`config.mk`:
```
export PLATFORM = sky130hd
export DESIGN_NAME = seq_scan_sched
export DESIGN_NICKNAME = d
export VERILOG_FILES = /design/src/rtl/seq_sched_pkg.sv /design/src/rtl/seq_match_engine.sv /design/src/rtl/seq_scan_sched.sv
export SDC_FILE = /design/constraint.sdc
export NUM_CORES = 1
export LEC_CHECK = 0
export ABC_AREA = 1
export ABC_CLOCK_PERIOD_IN_PS = 2600
export CORE_MARGIN = 2
export CORE_UTILIZATION = 50
export CTS_CLUSTER_SIZE = 20
export DETAILED_ROUTE_END_ITERATION = 12
export PLACE_DENSITY_LB_ADDON = 0.15
export SLEW_MARGIN = 20
export SYNTH_ARGS = -nofsm -noshare
export SYNTH_HDL_FRONTEND = slang
export SYNTH_SLANG_ARGS = --single-unit
```
`constraint.sdc`:
```
create_clock -name clk -period 2.6 [get_ports clk]
set_clock_uncertainty 0.15 [all_clocks]
set_input_delay 0.78 -clock clk [delete_from_list [all_inputs] [get_ports clk]]
set_output_delay 0.78 -clock clk [all_outputs]
set_load 0.02 [all_outputs]
```
`src/rtl/seq_sched_pkg.sv`:
```
// ============================================================================
// Module   : seq_sched_pkg
// Purpose  : Shared types and constants for the seq_scan_sched block.
// Revision : 1.0 - initial release
// ============================================================================
`default_nettype none

package seq_sched_pkg;

  typedef enum logic [1:0] {
    IDLE  = 2'd0,
    SHIFT = 2'd1,
    DONE  = 2'd2
  } state_t;

  localparam logic [3:0] PAT_RESET_DEF = 4'b1101;

  localparam logic REQ0 = 1'b0;
  localparam logic REQ1 = 1'b1;

endpackage

`default_nettype wire

```
`src/rtl/seq_match_engine.sv`:
```
// ============================================================================
// Module   : seq_match_engine
// Purpose  : Bit-serial pattern matcher: shift history, pattern register and
//            a warm-up qualifier so partial windows never report a match.
// Revision : 1.0 - initial release
// ============================================================================
`default_nettype none

module seq_match_engine
  import seq_sched_pkg::*;
#(
  parameter int               PAT_W     = 4,
  parameter logic [PAT_W-1:0] PAT_RESET = PAT_W'(PAT_RESET_DEF)
) (
  input  logic             clk,
  input  logic             rst,
  input  logic             clr,
  input  logic             shift_en,
  input  logic             bit_in,
  input  logic             pat_load,
  input  logic [PAT_W-1:0] pat_in,
  output logic             m
);

  localparam int SEEN_W = $clog2(PAT_W);

  logic [PAT_W-2:0]  r_hist;
  logic [PAT_W-1:0]  r_pat;
  logic [SEEN_W-1:0] r_seen;
  logic [PAT_W-1:0]  w_window;
  logic              w_full;

  assign w_window = {r_hist, bit_in};
  // r_seen saturates at PAT_W-1: once that many bits precede the current one
  // the window is fully populated by the present word.
  assign w_full   = (r_seen == SEEN_W'(PAT_W - 1));
  assign m        = w_full && (w_window == r_pat);

  always_ff @(posedge clk or posedge rst) begin
    if (rst) begin
      r_hist <= '0;
      r_seen <= '0;
      r_pat  <= PAT_RESET;
    end else begin
      if (pat_load) begin
        r_pat <= pat_in;
      end
      if (clr) begin
        r_hist <= '0;
        r_seen <= '0;
      end else if (shift_en) begin
        r_hist <= w_window[PAT_W-2:0];
        if (!w_full) begin
          r_seen <= r_seen + SEEN_W'(1);
        end
      end
    end
  end

endmodule

`default_nettype wire

```
`src/rtl/seq_scan_sched.sv`:
```
// ============================================================================
// Module   : seq_scan_sched
// Purpose  : Two-requester scheduler that serializes words LSB-first through
//            a shared pattern matcher and returns the per-word match count.
//            Optional macro SEQ_SCHED_RR_EN selects round-robin arbitration.
// Revision : 1.0 - initial release
// ============================================================================
`default_nettype none

module seq_scan_sched
  import seq_sched_pkg::*;
#(
  parameter int                DATA_W    = 8,
  parameter int                PAT_W     = 4,
  parameter logic [PAT_W-1:0]  PAT_RESET = PAT_W'(PAT_RESET_DEF),
  localparam int               CNT_W     = $clog2(DATA_W + 1)
) (
  input  logic              clk,
  input  logic              rst,
  input  logic              req0_valid,
  input  logic [DATA_W-1:0] req0_data,
  output logic              req0_ready,
  input  logic              req1_valid,
  input  logic [DATA_W-1:0] req1_data,
  output logic              req1_ready,
  input  logic              pat_load,
  input  logic [PAT_W-1:0]  pat_in,
  output logic              busy,
  output logic              x_bit,
  output logic              y,
  output logic              done,
  output logic              done_id,
  output logic [CNT_W-1:0]  match_cnt
);

  localparam int IDX_W = (DATA_W > 1) ? $clog2(DATA_W) : 1;

  state_t            r_state;
  state_t            w_state_nxt;
  logic [DATA_W-1:0] r_data;
  logic [IDX_W-1:0]  r_idx;
  logic [CNT_W-1:0]  r_cnt;
  logic [CNT_W-1:0]  w_cnt_nxt;
  logic              r_owner;
  logic              r_last_grant;
  logic              w_grant;
  logic              w_hs;
  logic              w_bit;
  logic              w_last;
  logic              w_m;

  // Arbiter: decides who would win; only meaningful in IDLE.
`ifdef SEQ_SCHED_RR_EN
  always_comb begin
    w_grant = REQ0;
    if (req0_valid && req1_valid) begin
      w_grant = ~r_last_grant;
    end else if (req1_valid) begin
      w_grant = REQ1;
    end
  end
`else
  logic w_unused_last_grant;
  assign w_unused_last_grant = r_last_grant;

  always_comb begin
    w_grant = REQ0;
    if (!req0_valid && req1_valid) begin
      w_grant = REQ1;
    end
  end
`endif

  assign w_bit     = r_data[r_idx];
  assign w_last    = (r_idx == IDX_W'(DATA_W - 1));
  assign w_cnt_nxt = r_cnt + CNT_W'(w_m);

  always_ff @(posedge clk or posedge rst) begin
    if (rst) begin
      r_state <= IDLE;
    end else begin
      r_state <= w_state_nxt;
    end
  end

  always_comb begin
    w_state_nxt = r_state;
    req0_ready  = 1'b0;
    req1_ready  = 1'b0;
    busy        = 1'b0;
    w_hs        = 1'b0;
    case (r_state)
      IDLE: begin
        req0_ready = req0_valid && (w_grant == REQ0);
        req1_ready = req1_valid && (w_grant == REQ1);
        w_hs       = (req0_valid && (w_grant == REQ0)) ||
                     (req1_valid && (w_grant == REQ1));
        if (w_hs) begin
          w_state_nxt = SHIFT;
        end
      end
      SHIFT: begin
        busy = 1'b1;
        if (w_last) begin
          w_state_nxt = DONE;
        end
      end
      DONE: begin
        busy        = 1'b1;
        w_state_nxt = IDLE;
      end
      default: begin
        w_state_nxt = IDLE;
      end
    endcase
  end

  always_ff @(posedge clk or posedge rst) begin
    if (rst) begin
      r_data       <= '0;
      r_idx        <= '0;
      r_cnt        <= '0;
      r_owner      <= REQ0;
      r_last_grant <= REQ1;
      x_bit        <= 1'b0;
      y            <= 1'b0;
      done         <= 1'b0;
      done_id      <= REQ0;
      match_cnt    <= '0;
    end else begin
      done <= 1'b0;
      if (w_hs) begin
        r_data       <= (w_grant == REQ1) ? req1_data : req0_data;
        r_owner      <= w_grant;
        r_last_grant <= w_grant;
        r_idx        <= '0;
        r_cnt        <= '0;
      end
      if (r_state == SHIFT) begin
        x_bit <= w_bit;
        y     <= w_m;
        r_cnt <= w_cnt_nxt;
        r_idx <= r_idx + IDX_W'(1);
        if (w_last) begin
          done      <= 1'b1;
          match_cnt <= w_cnt_nxt;
          done_id   <= r_owner;
        end
      end
    end
  end

  // Pattern updates are only honoured while no word is in flight.
  seq_match_engine #(
    .PAT_W     (PAT_W),
    .PAT_RESET (PAT_RESET)
  ) u_engine (
    .clk      (clk),
    .rst      (rst),
    .clr      (w_hs),
    .shift_en (r_state == SHIFT),
    .bit_in   (w_bit),
    .pat_load (pat_load && (r_state == IDLE)),
    .pat_in   (pat_in),
    .m        (w_m)
  );

endmodule

`default_nettype wire

```
Yosys cells after proc, flatten, opt, wreduce, memory -nomap -nowiden. Index checks and enable logic that the tools add are counted.

Order comparisons: 1. Reductions and logical operators: 13. Bitwise logic cells: 1. Add/sub/neg operators: 3. Multiplexer cells: 22. Eq/ne operators: 8.

Operators with widths (count): two-way mux 3 bit (4); two-way mux 2 bit (5); two-way mux 1 bit (8); two-way mux 4 bit (2); two-way mux 8 bit (1); AND reduction 2 bit (3); logical AND 1 bit (5); adder 4 x 1 -> 4 bit (1); equality test 2 bit, second input constant (2); equality test 4 bit (1); < comparator 3 x 4 -> 1 bit, second input constant (1); != test 2 bit, second input constant (2); one-hot mux 2 bit (2 select lines) (1); adder 3 x 1 -> 3 bit, second input constant (1); binary-select mux 1 bit (select 3 bit) (1); equality test 3 bit, second input constant (1); adder 2 x 1 -> 2 bit, second input constant (1); equality test 2 x 1 -> 1 bit, second input constant (1); zero test 2 bit (1); != test 2 x 1 -> 1 bit, second input constant (1); nonzero test 2 bit (1); OR reduction 2 bit (1); zero test 1 bit (1); logical OR 1 bit (1); inverter 1 bit (1).

Register bits after elaboration: 35. Output and inout port bits: 11. Input port bits: 25. Word-level logic and storage cells: 61.

Longest topological paths before layout.
Depth after elaboration: 9. Depth in mapped cells: 11. Mapped depth without buffers: 11.

Modules after synthesis. Synthesis repeated with hierarchy kept, for this count alone.

Cell total of the unflattened synthesis: 205. Area total of the unflattened synthesis: 1742.9 um2.

Modules (own cells, without submodules): seq_scan_sched (cells an instance 149, times used 1, area each 1300.0 um2, sequential area each 650.6 um2); seq_match_engine (cells an instance 56, times used 1, area each 442.9 um2, sequential area each 229.0 um2).

Worst setup path before layout. No wires, ideal clock.

Path type: input -> output. From: input port req1_valid. To: output port req1_ready. Arrival time: 1.344 ns. Required time: 1.670 ns. Path buffers: 0. Setup slack: 0.326 ns. Cell stages on the path: 4. Cells stage by stage: inv_1 -> nor2_4 -> inv_2 -> nor2_1.

Word-level cells in the longest chain between the ends: 4.

Ends and longest elaborated chain: start, declared (line seq_scan_sched.sv:23) `input logic req1_valid,`; logical AND 1 bit (line seq_scan_sched.sv:68) `if (!req0_valid && req1_valid) begin`; two-way mux 1 bit (line seq_scan_sched.sv:68); logical AND 1 bit * (line seq_scan_sched.sv:95) `req1_ready = req1_valid && (w_grant == REQ1);`; two-way mux 1 bit * (line seq_scan_sched.sv:92) `case (r_state)`; end, declared (line seq_scan_sched.sv:25) `output logic req1_ready,`.

Mark *: on every way between the ends. The rest lies on a longest branch, timed or not.

Final worst setup path.
From: register r_state[0]. To: output port req0_ready.

Word-level cells in the longest chain between the ends: 2.

Ends and longest elaborated chain: start, declared (line seq_scan_sched.sv:38) `state_t r_state;`; start signal, assigned (line seq_scan_sched.sv:82) `r_state <= w_state_nxt;`; zero test 2 bit (line seq_scan_sched.sv:92); two-way mux 1 bit (line seq_scan_sched.sv:92); end, declared (line seq_scan_sched.sv:22) `output logic req0_ready,`.

Every way passes these cells.

==> run summary <==
The complex-gate fraction of the synthesized area came out at 13.9%. Across the run, the number of max-cap violations was 0. The adder and majority gate portion of the synthesized area came out at 5.19%.

The sort of element at the start of the critical path is a flop. The max-slew violation total from the final report came out at 0. The number of different library cells used by synthesis comes to 26. The area of all placed cells without fillers is 2180 um^2. In the routed layout, each cell is associated on average with a via count of 5.04. The die is 62.1 um tall.

After synthesis, the largest family of logic cells by area is simple AND/OR/NAND/NOR gates. The number of diodes added for antenna fixing came out at 0. The clock root buffer is clkbuf_4. The proportion of synthesized area in mux cells is 2.00%. Dividing total power by cell area gives a power density of 920 nW/um^2. The number of nets in the layout is 265.

TritonCTS built the clock tree. Among cell families on the critical path, the largest total delay comes from buffers and inverters. The number of detailed-routing iterations run before antenna repair is 4. The data arrival time of the critical path is 1510 ps. The clock network latency to the later pin of the worst-skew pair is 340 ps. Of all cell types, the one taking the most synthesized area is dfrtp_1. The net count after synthesis is 220. Across the VDD grid, the largest voltage drop is 452 uV.

The detail route stage leaves a number of antenna-violating nets equal to 0. The reg2reg setup slack is 500 ps. The number of hold violations in the final report came out at 0. Counting stages on the worst path, the most repeated cell is inv_1.

The count of buffer and inverter cells on the critical path came out at 3. The initial detailed-routing violation count came out at 49. The proportion of layout cells with a drive suffix above 1 came out at 13.2%.

Synthesis inferred 35 register bits. By count the netlist is led by 32 x dfrtp_1, 31 x nand2_1, 27 x inv_1. The post-route DRC violation count is 0. The nature of the critical path endpoint is an output port. The count of flip-flops with a built-in enable after synthesis came out at 0. The end of the worst register-to-register path is match_cnt[2].

In the final layout, the multi-input gates occupy 672 um^2. The maximum clock frequency came out at 410 MHz. After synthesis the cells add up to 1690 um^2.

The dominant cell by count in the synthesized netlist is dfrtp_1. The class of the tightest hold or removal check is flop to flop. Setup violations remaining at the end of the flow were counted as 0.

The routed length per instance came out at 12.2 um. The start-to-end type of the worst setup path is flop to output port. Yosys attributes the largest share of cell area to dfrtp_1 47%, nand2_1 6.9%, o21ai_0 6.8%. The fraction of registers with async set/reset came out at 100%. The worst register-to-register path has a depth of 11. Of the available clock period, the critical path in the final layout requires 93.8%. Hold repair after CTS inserted 0 buffers. Across all hold checks on the routed design, the worst slack comes to 345 ps. Walking the worst path, the cells encountered are inv_1 -> ha_1 -> nand2_1 -> inv_1 -> clkdlybuf4s15_2.

The leakage component of the power is 1.07 nW. Wires add up to 3.41 mm. Summed over all failing endpoints, the final setup total negative slack is 0 ps. The starting density of the core is 51.4%.

The critical path's slowest cell is dfrtp_1. The count of yosys warnings during synthesis came out at 0. The logic depth of the worst path, buffers included is 5. The source of the worst register-to-register timing path is r_idx[0]. The die area came out at 3860 um^2. The synthesized area divided by synthesized cell count came out at 8.98 um^2. The first-pass GRT wire length came out at 5.91 mm. After filler insertion, the fill cell instance count of the layout stands at 294. The total global routing overflow is 0. The count of standard-cell rows is 21.

The relative slew slack came out at 70.8%. The actual transition at the worst max-transition pin is 437 ps. In this run the biggest area consumer among cell types represents 47.4% of the synthesized area. The sum of net half-perimeters after detailed placement is 2.52 mm. The run finished with clean final reports. The core area came out at 3280 um^2. The share of synthesized area occupied by flip-flops and latches is 52.1%. Registers take 880 um^2. The number of sinks handled by clock tree synthesis is 35. The longest individual stage delay on the worst path is 410 ps.

The fraction of the mapped netlist area in simple logic gates came out at 16.7%. The share of the synthesized netlist area taken by xor and xnor gates came out at 2.07%. The shortest period the worst path allows came out at 2440 ps. The number of instances in the synthesized netlist is 188.

STA puts the critical path data required time at 1670 ps. Across every metal layer, demand over resource in global routing totals 19.6%. The largest fanout on the critical path came out at 4. After detailed placement, the total cell area comes to 2120 um^2. The top flip-flop cell by instance count after synthesis is dfrtp_1.

At the end of routability-driven placement, the weighted congestion stood at 0.782. The floorplan step set the die width to 62.1 um. The level count of the clock H-tree is 2.

The clock passes through at most 2 buffers. The most critical setup path has its endpoint at req0_ready. Setup repair after global routing left no endpoint under its margin. Entering global routing, the biggest net connects 36 pins.

The initial antenna violation count is 0. The clock transition at the registers of the reported paths is 110 ps. The boundary pin count is 36. The number of global-route vias before repair came out at 1403. The most critical setup path has its startpoint at r_state[0]. The post-synthesis to final-layout area growth came out at 29.0%. Detailed routing inserted a total of 1411 vias. The count of buffers inserted at the top-level ports is 35. The number of buffers inserted during clock tree synthesis came out at 5.
worst reg2reg max path, delay by kind of cell, from the launching register on:
kind	cells	cell delay [ps]
compound gates	1	110
flops	1	470
xor+xnor	1	180
buf+inv	1	130
fa+ha+maj	2	390
simple gates	6	570
layout make-up:
| cell class | instances | share of cell area, % |
|---|---|---|
| Clock buffer | 5 | 1.72 |
| Clock inverter | 3 | 0.689 |
| Inverter | 30 | 5.17 |
| Multi-Input combinational cell | 119 | 30.8 |
| Sequential cell | 35 | 40.4 |
| Tap cell | 46 | 2.64 |
| Timing Repair Buffer | 42 | 18.6 |
stage by stage:
stage | total power [W] | util (%) | cells | worst slack, ps
final | 0.00200 | 66.4 | 280 | 161
after global routing | 0.00218 | 66.4 | 280 | 43.5
after CTS | 0.00203 | 66.2 | 280 | -32.7
after detailed placement | 0.00174 | 64.7 | 272 | -479
after global placement | 0.00170 | 64.7 | 272 | -482
after floorplan | 0.00146 | - | 188 | 326
state kept, by name, indices dropped and copies added, names as in the netlist, 2 cells and up:
| signal | cells |
|---|---|
| u_engine.r_hist | 3 |
| r_cnt | 4 |
| r_idx | 3 |
| u_engine.r_seen | 2 |
| u_engine.r_pat | 4 |
| r_data | 8 |
| r_state | 2 |
| match_cnt | 4 |
cells by family after synthesis:
kind of cell | after synthesis
xor gates and xnor gates | 4
AOI/OAI and AO/OA | 39
buffers and inverters | 34
and+or+nand+nor | 66
adders and majority gates | 7
DFF | 35
muxes | 3
cell usage in the layout, fill, tap and decap left out, drive strengths merged, types with 2 or more instances in the layout:
master	netlist	routed
a21oi	2	2
a31oi	2	2
buf	3	8
clkbuf	1	5
clkdlybuf4s50	0	30
clkinv	0	3
dfrtp	32	32
dfstp	3	3
dlymetal6s2s	0	2
ha	7	7
inv	30	30
mux2	3	3
nand2	31	31
nand3	14	14
nor2	17	17
o21ai	24	24
o22ai	9	9
xnor2	3	3
routing by layer:
metal	GRT usage (%)	share of wire, %
met5	0	0
met4	6.11	1.3
met3	6.52	5.7
met1	22.0	44
met2	35.1	49
worst min-delay path by stage:
| stage | end | cells past startpoint | slack (ps) | startpoint |
|---|---|---|---|---|
| after floorplan | r_state[1] | 2 | 300 | r_state[1] |
| after global placement | done_id | 2 | 320 | done_id |
| after detailed placement | match_cnt[1] | 2 | 320 | match_cnt[1] |
| after CTS | match_cnt[1] | 2 | 350 | match_cnt[1] |
| after global routing | match_cnt[3] | 2 | 390 | match_cnt[3] |
| final | match_cnt[0] | 2 | 350 | match_cnt[0] |
power breakdown:
part / internal [W] / switching [W] / total [W]
clock: 0.000101 / 0.000181 / 0.000282
combinational: 0.000367 / 0.000520 / 0.000887
sequential: 0.000738 / 0.0000978 / 0.000836
total: 0.00121 / 0.000799 / 0.00200
what timing repair did:
item | in CTS | in global routing
gates resized for setup | 9 | 3
setup buffers | 0 | 0
pin swaps | 0 | 1
setup endpoints to repair | 2 | 2
Power figures use the tool's default switching activity.
